<file path="src/rtl/csr_pkg.sv">
// csr_pkg: shared Zicsr funct3 codes, CSR addresses and access-unit state encoding
package csr_pkg;
    localparam int CSR_XLEN = 32;
    localparam logic [2:0] CSRRW  = 3'b001;
    localparam logic [2:0] CSRRS  = 3'b010;
    localparam logic [2:0] CSRRC  = 3'b011;
    localparam logic [2:0] CSRRWI = 3'b101;
    localparam logic [2:0] CSRRSI = 3'b110;
    localparam logic [2:0] CSRRCI = 3'b111;
    localparam logic [11:0] CSR_SSCRATCH = 12'h140;
    localparam logic [11:0] CSR_MSTATUS  = 12'h300;
    localparam logic [11:0] CSR_MTVEC    = 12'h305;
    localparam logic [11:0] CSR_MSCRATCH = 12'h340;
    localparam logic [11:0] CSR_MEPC     = 12'h341;
    localparam logic [11:0] CSR_MCAUSE   = 12'h342;
    localparam logic [11:0] CSR_CYCLE    = 12'hC00;
    typedef enum logic [1:0] {ST_IDLE, ST_READ, ST_WRITE, ST_RESP} state_e;
endpackage

</file>
<file path="src/rtl/csr_access_unit_if.sv">
// csr_access_unit_if: execute-stage request, CSR file strobes and writeback response
interface csr_access_unit_if #(parameter int XLEN = csr_pkg::CSR_XLEN);
    logic            req_valid;
    logic            req_ready;
    logic [2:0]      req_funct3;
    logic [11:0]     req_csr_addr;
    logic [4:0]      req_rs1_idx;
    logic [XLEN-1:0] req_rs1_data;
    logic [4:0]      req_rd_idx;
    logic            flush;
    logic [11:0]     csr_addr;
    logic [3:0]      csr_funct3;
    logic [XLEN-1:0] csr_wdata;
    logic            csr_re;
    logic            csr_we;
    logic [XLEN-1:0] csr_rdata;
    logic            resp_valid;
    logic            resp_illegal;
    logic            rd_we;
    logic [4:0]      rd_idx;
    logic [XLEN-1:0] rd_wdata;
    modport slave (
        input  req_valid, req_funct3, req_csr_addr, req_rs1_idx, req_rs1_data, req_rd_idx, flush, csr_rdata,
        output req_ready, csr_addr, csr_funct3, csr_wdata, csr_re, csr_we, resp_valid, resp_illegal, rd_we, rd_idx, rd_wdata
    );
    modport master (
        output req_valid, req_funct3, req_csr_addr, req_rs1_idx, req_rs1_data, req_rd_idx, flush, csr_rdata,
        input  req_ready, csr_addr, csr_funct3, csr_wdata, csr_re, csr_we, resp_valid, resp_illegal, rd_we, rd_idx, rd_wdata
    );
endinterface

</file>
<file path="src/rtl/csr_access_decode.sv">
// csr_access_decode: read/write suppression, operand select and legality of a Zicsr access
module csr_access_decode import csr_pkg::*; #(parameter int XLEN = CSR_XLEN) (
    input  logic [2:0]      i_funct3,
    input  logic [11:0]     i_csr_addr,
    input  logic [4:0]      i_rs1_idx,
    input  logic [XLEN-1:0] i_rs1_data,
    input  logic [4:0]      i_rd_idx,
    output logic            o_do_read,
    output logic            o_do_write,
    output logic            o_illegal,
    output logic [XLEN-1:0] o_operand
);
    logic [1:0] w_op;
    assign w_op       = i_funct3[1:0];
    assign o_do_read  = (w_op != CSRRW[1:0]) || (i_rd_idx != '0);
    assign o_do_write = (w_op == CSRRW[1:0]) || (i_rs1_idx != '0);
    // Address bits [11:10] == 2'b11 mark the read-only CSR space
    assign o_illegal  = (w_op == 2'b00) || (o_do_write && i_csr_addr[11:10] == 2'b11);
    assign o_operand  = i_funct3[2] ? XLEN'(i_rs1_idx) : i_rs1_data;
endmodule

</file>
<file path="src/rtl/csr_access_unit.sv">
// csr_access_unit: sequences CSR file read/write strobes for one Zicsr instruction
// and returns the old CSR value for rd writeback.
module csr_access_unit import csr_pkg::*; #(parameter int XLEN = CSR_XLEN) (
    input  logic               clk,
    input  logic               rst,
    csr_access_unit_if.slave   bus
);
    state_e          r_state, w_next;
    logic [2:0]      r_funct3;
    logic [11:0]     r_addr;
    logic [4:0]      r_rs1_idx, r_rd_idx;
    logic [XLEN-1:0] r_rs1_data, r_old;
    logic            w_idle, w_busy, w_accept, w_do_read, w_do_write, w_illegal;
    logic [2:0]      w_funct3;
    logic [11:0]     w_addr;
    logic [4:0]      w_rs1_idx, w_rd_idx;
    logic [XLEN-1:0] w_rs1_data, w_operand;
    assign w_idle   = r_state == ST_IDLE;
    assign w_busy   = r_state == ST_READ || r_state == ST_WRITE;
    assign w_accept = w_idle && bus.req_valid && !bus.flush;
    // In IDLE the decoder looks at the incoming request so the first transition can be chosen
    assign w_funct3   = w_idle ? bus.req_funct3   : r_funct3;
    assign w_addr     = w_idle ? bus.req_csr_addr : r_addr;
    assign w_rs1_idx  = w_idle ? bus.req_rs1_idx  : r_rs1_idx;
    assign w_rs1_data = w_idle ? bus.req_rs1_data : r_rs1_data;
    assign w_rd_idx   = w_idle ? bus.req_rd_idx   : r_rd_idx;
    csr_access_decode #(.XLEN(XLEN)) u_decode (
        .i_funct3   (w_funct3),
        .i_csr_addr (w_addr),
        .i_rs1_idx  (w_rs1_idx),
        .i_rs1_data (w_rs1_data),
        .i_rd_idx   (w_rd_idx),
        .o_do_read  (w_do_read),
        .o_do_write (w_do_write),
        .o_illegal  (w_illegal),
        .o_operand  (w_operand)
    );
    always_ff @(posedge clk or negedge rst) begin
        if (!rst) begin
            r_state    <= ST_IDLE;
            r_funct3   <= '0;
            r_addr     <= '0;
            r_rs1_idx  <= '0;
            r_rs1_data <= '0;
            r_rd_idx   <= '0;
            r_old      <= '0;
        end else begin
            r_state <= w_next;
            if (w_accept) begin
                r_funct3   <= bus.req_funct3;
                r_addr     <= bus.req_csr_addr;
                r_rs1_idx  <= bus.req_rs1_idx;
                r_rs1_data <= bus.req_rs1_data;
                r_rd_idx   <= bus.req_rd_idx;
                r_old      <= '0;
            end
            // Read data is registered in the CSR file, so it lands during WRITE
            if (r_state == ST_WRITE && w_do_read) r_old <= bus.csr_rdata;
        end
    end
    always_comb begin
        w_next = r_state;
        case (r_state)
            ST_IDLE:  w_next = !w_accept ? ST_IDLE : w_illegal ? ST_RESP : w_do_read ? ST_READ : ST_WRITE;
            ST_READ:  w_next = bus.flush ? ST_IDLE : ST_WRITE;
            ST_WRITE: w_next = bus.flush ? ST_IDLE : ST_RESP;
            default:  w_next = ST_IDLE;
        endcase
    end
    assign bus.req_ready    = w_idle;
    assign bus.csr_addr     = w_busy ? r_addr : '0;
    assign bus.csr_funct3   = w_busy ? {1'b0, r_funct3} : '0;
    assign bus.csr_wdata    = w_busy ? w_operand : '0;
    assign bus.csr_re       = r_state == ST_READ;
    assign bus.csr_we       = r_state == ST_WRITE && w_do_write;
    assign bus.resp_valid   = r_state == ST_RESP;
    assign bus.resp_illegal = r_state == ST_RESP && w_illegal;
    assign bus.rd_we        = r_state == ST_RESP && w_do_read && r_rd_idx != '0 && !w_illegal;
    assign bus.rd_idx       = r_state == ST_RESP ? r_rd_idx : '0;
    assign bus.rd_wdata     = r_state == ST_RESP ? r_old : '0;
endmodule

</file>
<file path="src/flat_wrapper.sv">
// flat-port wrapper written by rule: the top's interface ports become plain ports
module csr_access_unit_flat import csr_pkg::*;
#(parameter int XLEN = CSR_XLEN)
  (clk, rst, bus_req_valid, bus_req_funct3, bus_req_csr_addr, bus_req_rs1_idx, bus_req_rs1_data, bus_req_rd_idx, bus_flush, bus_csr_rdata, bus_req_ready, bus_csr_addr, bus_csr_funct3, bus_csr_wdata, bus_csr_re, bus_csr_we, bus_resp_valid, bus_resp_illegal, bus_rd_we, bus_rd_idx, bus_rd_wdata);
  csr_access_unit_if #(.XLEN(XLEN)) bus_i ();
  input  logic clk;
  input  logic rst;
  input wire logic [$bits(bus_i.req_valid)-1:0] bus_req_valid;
  input wire logic [$bits(bus_i.req_funct3)-1:0] bus_req_funct3;
  input wire logic [$bits(bus_i.req_csr_addr)-1:0] bus_req_csr_addr;
  input wire logic [$bits(bus_i.req_rs1_idx)-1:0] bus_req_rs1_idx;
  input wire logic [$bits(bus_i.req_rs1_data)-1:0] bus_req_rs1_data;
  input wire logic [$bits(bus_i.req_rd_idx)-1:0] bus_req_rd_idx;
  input wire logic [$bits(bus_i.flush)-1:0] bus_flush;
  input wire logic [$bits(bus_i.csr_rdata)-1:0] bus_csr_rdata;
  output wire logic [$bits(bus_i.req_ready)-1:0] bus_req_ready;
  output wire logic [$bits(bus_i.csr_addr)-1:0] bus_csr_addr;
  output wire logic [$bits(bus_i.csr_funct3)-1:0] bus_csr_funct3;
  output wire logic [$bits(bus_i.csr_wdata)-1:0] bus_csr_wdata;
  output wire logic [$bits(bus_i.csr_re)-1:0] bus_csr_re;
  output wire logic [$bits(bus_i.csr_we)-1:0] bus_csr_we;
  output wire logic [$bits(bus_i.resp_valid)-1:0] bus_resp_valid;
  output wire logic [$bits(bus_i.resp_illegal)-1:0] bus_resp_illegal;
  output wire logic [$bits(bus_i.rd_we)-1:0] bus_rd_we;
  output wire logic [$bits(bus_i.rd_idx)-1:0] bus_rd_idx;
  output wire logic [$bits(bus_i.rd_wdata)-1:0] bus_rd_wdata;
  assign bus_i.req_valid = bus_req_valid;
  assign bus_i.req_funct3 = bus_req_funct3;
  assign bus_i.req_csr_addr = bus_req_csr_addr;
  assign bus_i.req_rs1_idx = bus_req_rs1_idx;
  assign bus_i.req_rs1_data = bus_req_rs1_data;
  assign bus_i.req_rd_idx = bus_req_rd_idx;
  assign bus_i.flush = bus_flush;
  assign bus_i.csr_rdata = bus_csr_rdata;
  assign bus_req_ready = bus_i.req_ready;
  assign bus_csr_addr = bus_i.csr_addr;
  assign bus_csr_funct3 = bus_i.csr_funct3;
  assign bus_csr_wdata = bus_i.csr_wdata;
  assign bus_csr_re = bus_i.csr_re;
  assign bus_csr_we = bus_i.csr_we;
  assign bus_resp_valid = bus_i.resp_valid;
  assign bus_resp_illegal = bus_i.resp_illegal;
  assign bus_rd_we = bus_i.rd_we;
  assign bus_rd_idx = bus_i.rd_idx;
  assign bus_rd_wdata = bus_i.rd_wdata;
  csr_access_unit #(.XLEN(XLEN)) u_core (.clk(clk), .rst(rst), .bus(bus_i));
endmodule
</file>
<file path="config.mk">
export PLATFORM = sky130hd
export DESIGN_NAME = csr_access_unit_flat
export DESIGN_NICKNAME = d
export VERILOG_FILES = /design/src/rtl/csr_pkg.sv /design/src/rtl/csr_access_unit_if.sv /design/src/rtl/csr_access_decode.sv /design/src/rtl/csr_access_unit.sv /design/src/flat_wrapper.sv
export SDC_FILE = /design/constraint.sdc
export NUM_CORES = 1
export LEC_CHECK = 0
export CAP_MARGIN = 10
export CORE_ASPECT_RATIO = 1.4
export CORE_MARGIN = 1
export CORE_UTILIZATION = 45
export DETAILED_ROUTE_END_ITERATION = 6
export MAX_ROUTING_LAYER = met4
export PLACE_DENSITY = 0.81
export SLEW_MARGIN = 0
export SYNTH_ARGS = -nofsm -noshare
export SYNTH_HDL_FRONTEND = slang
export SYNTH_SLANG_ARGS = --single-unit
</file>
<file path="constraint.sdc">
create_clock -name clk -period 2.47 [get_ports clk]
set_input_delay 0.494 -clock clk [delete_from_list [all_inputs] [get_ports clk]]
set_output_delay 0.494 -clock clk [all_outputs]
set_load 0.01 [all_outputs]
</file>
==> results.toml <==
[yosys]
syn_nets = 535
synth_xor_area_share_pct = 0
synth_edf_count = 0
synth_area_per_cell_um2 = 11.1
synthDistinctLibCells = 39
synth_async_sr_flop_share_pct = 100
synth_mux_area_share_pct = 27.8
synth_top_family_by_area = "multiplexers"
mappedNetlistArea_um2 = 4860
syn_inst = 438
synthAdderAreaFrac_pct = 1.03
seq_area_frac_synth_pct = 46.9
ys_ff_latch = 91
synth_compound_area_share_pct = 2.34
synth-main-ff-cell = "dfrtp_1"
synth_simple_gate_area_share_pct = 15.1
yosysWarnings = 0

[cells_and_area]
finalNonFillerCells = 780
final_nets = 734
drive_gt1_share_pct = 28.8
antenna_cells = 0
area_growth_pct = 55.6

[worst_setup_path]
critPathCapture = "bus_resp_illegal"
r2r_cells = 5
critPathArrivalTime_ps = 2120
critPathRequiredTime_ps = 1980
critPathMaxFanout = 2
cp-startpoint = "u_core.r_rs1_idx[4]"
r2r_slack_ps = 280
worstReg2RegEnd = "u_core.r_old[10]"
critPathKind = "reg2out"
critPathCaptureType = "output pin"
startpoint_type = "flop"
r2r_start = "u_core.r_rd_idx[2]"

[cts]
cts_made_buffers = 9
cts_buffer_depth = 2
clk_pin_slew_ps = 60
clkSinkCount = 91
root_buffer = "clkbuf_16"
cts_tree = "done"
htree_levels = 3
clock_latency_ps = 340

[sta]
finClkSkew_ps = 5.01
slew_headroom_pct = 50.0
tightest_slew_ps = 749
clock.fmax_ghz = 0.382
finalCriticalPeriod_ps = 2620
fin_ws_ps = -149
setup_violations = 3
hold_viol = 0
finalCritPeriodShare_pct = 106
drv_slew = 0
rsz0062_at_grt = "yes"

[placement]
portBuffers = 182
dp_cells = 755
dpl.hpwl_um = 8330
finalWeightedCongestion = 0.791

[floorplanning]
fp.dieW_um = 89.8
core_area_um2 = 10500
start_util_pct = 46.4
dieArea_um2 = 11200
rows = 44
fp.dieH_um = 125
num_io_pins = 184

[power_and_ir_drop]
ir_worst_vdd_mv = 0.804
power.leakage_nw = 3.74
powerDensity_nw_per_um2 = 1140
power_mw = 8.64

[drt]
drt_first_pass_iters = 4
drcViolationCount = 0
final_antenna_net_count = 0
detail_route.wl_per_cell_um = 15.6
vias = 3918
drt_iter0_markers = 140
routed_wl_um = 12200
viasPerCell = 5.02

[run_status]
violations = "negative setup slack"
outcome = "complete, but fails checks"

[min_path]
hold_path_class = "in2async"

[global_route]
grt_pass1_wl_um = 19600
grt_pass1_vias = 4198
grt.overflow.total = 0
antenna_found_initial = 0
grt_start_max_net_pins = 58
grt.total_usage_pct = 22.5

[flow_run]
drv_cap = 0
## what timing repair did
| action | in CTS | in global routing |
|---|---|---|
| buffers inserted | 6 | 2 |
| cloned | 3 | 0 |
| pin swaps | 6 | 19 |
| hold buffers | 0 | 0 |
| gates resized for setup | 151 | 76 |
| hold endpoints to repair | 0 | 0 |
| endpoints found under the setup margin | 78 | 72 |
## sequential cells by signal, summed over array words and instances, names as in the netlist
name               count
u_core.r_funct3        3
u_core.r_rs1_idx       5
u_core.r_state         2
u_core.r_rs1_data     32
u_core.r_addr         12
u_core.r_rd_idx        5
u_core.r_old          32
## metal layers
| metal | GRT usage (%) | part of all wire (%) | up-vias |
|---|---|---|---|
| li1 | - | - | 1845 |
| met1 | 25.2 | 39 | 1923 |
| met2 | 38.9 | 54 | 120 |
| met3 | 3.17 | 3.8 | 30 |
| met4 | 11.4 | 3.4 | 0 |
| met5 | - | 0 | - |
## through the flow
| step | hold slack, ps | worst slack (ps) | util [%] | area, um^2 | setup TNS (ps) |
|---|---|---|---|---|---|
| 2_1_floorplan | 198 | 107 | - | 4860 | 0 |
| 3_3_place_gp | 480 | -868 | 66.2 | 6920 | -4930 |
| 3_5_place_dp | 486 | -883 | 66.2 | 6920 | -5240 |
| 4_1_cts | 244 | -185 | 69.4 | 7260 | -455 |
| 5_1_grt | 272 | -191 | 72.3 | 7560 | -617 |
| 6_report | 207 | -149 | 72.3 | 7560 | -411 |
## worst max-delay path, stage by stage (launching register included)
cell and delay (ps):
dfrtp_1 370, or4_4 530, or4_4 510, nand3_4 80, buf_6 100, a21boi_2 40
buf_2 150
## layout make-up
type	instances	area, um^2
multi-input cells	284	2500
clock inverters	4	75.1
repair buffers	217	2170
well taps	138	173
inverters	34	128
clock buffers	12	236
flip-flops and latches	91	2280
fillers	743	2900
## kinds of logic (layout without fill, tap and decap cells)
logic type               after synthesis  in the layout
multiplexers                         127            127
AO/OA/AOI/OAI                         13             13
AND/OR/NAND/NOR                      139            139
adder cells (fa/ha/maj)                4              4
flip-flops                            91             91
buffers and inverters                 63            267
other                                  1              1
## worst min path at each step
| stage | slack [ps] | cells after the start | end |
|---|---|---|---|
| 3_5_place_dp | 490 | 1 | u_core.r_addr[9] |
| 3_3_place_gp | 480 | 1 | u_core.r_addr[5] |
| 4_1_cts | 240 | 1 | u_core.r_old[30] |
| 6_report | 210 | 1 | u_core.r_old[30] |
| 2_1_floorplan | 200 | 0 | u_core.r_addr[0] |
| 5_1_grt | 270 | 1 | u_core.r_old[29] |
## cells in the final DEF, fill, tap and decap left out, drive strengths merged, types with 2 or more instances in the layout
master         synthesis  routed
inv                   34      34
nand2                 40      40
clkdlybuf4s50          0     138
clkbuf                21      13
ha                     4       4
clkinvlp               0       2
nand3                  3       3
nor2                  28      28
bufinv                 0       2
dlymetal6s2s           0       5
dlygate4sd2            0       5
nor2b                  2       2
mux2i                 65      65
or4                    4       4
or4b                   2       2
and3                   2       2
buf                    8      68
o211a                  6       6
mux2                  62      62
and2                  52      52
dfrtp                 91      91
## power by group
group	internal [mW]	leakage [nW]	switching (mW)
registers	2.17	1.12	0.396
clock network	0.888	0.143	0.571
logic	2.56	2.48	2.06
## synthesized netlist by cell type (all sizes together) (3+ instances only)
library cell   n  area, um^2
inv           34         128
ha             4        50.1
clkbuf        21         109
dfrtp         91        2280
mux2          62         698
buf            8        92.6
or4            4        33.8
nand2         40         150
mux2i         65         651
and2          52         327
nand3          3        27.5
o211a          6        60.1
nor2          28         105
No activity file was read; power rests on OpenSTA's default activity.
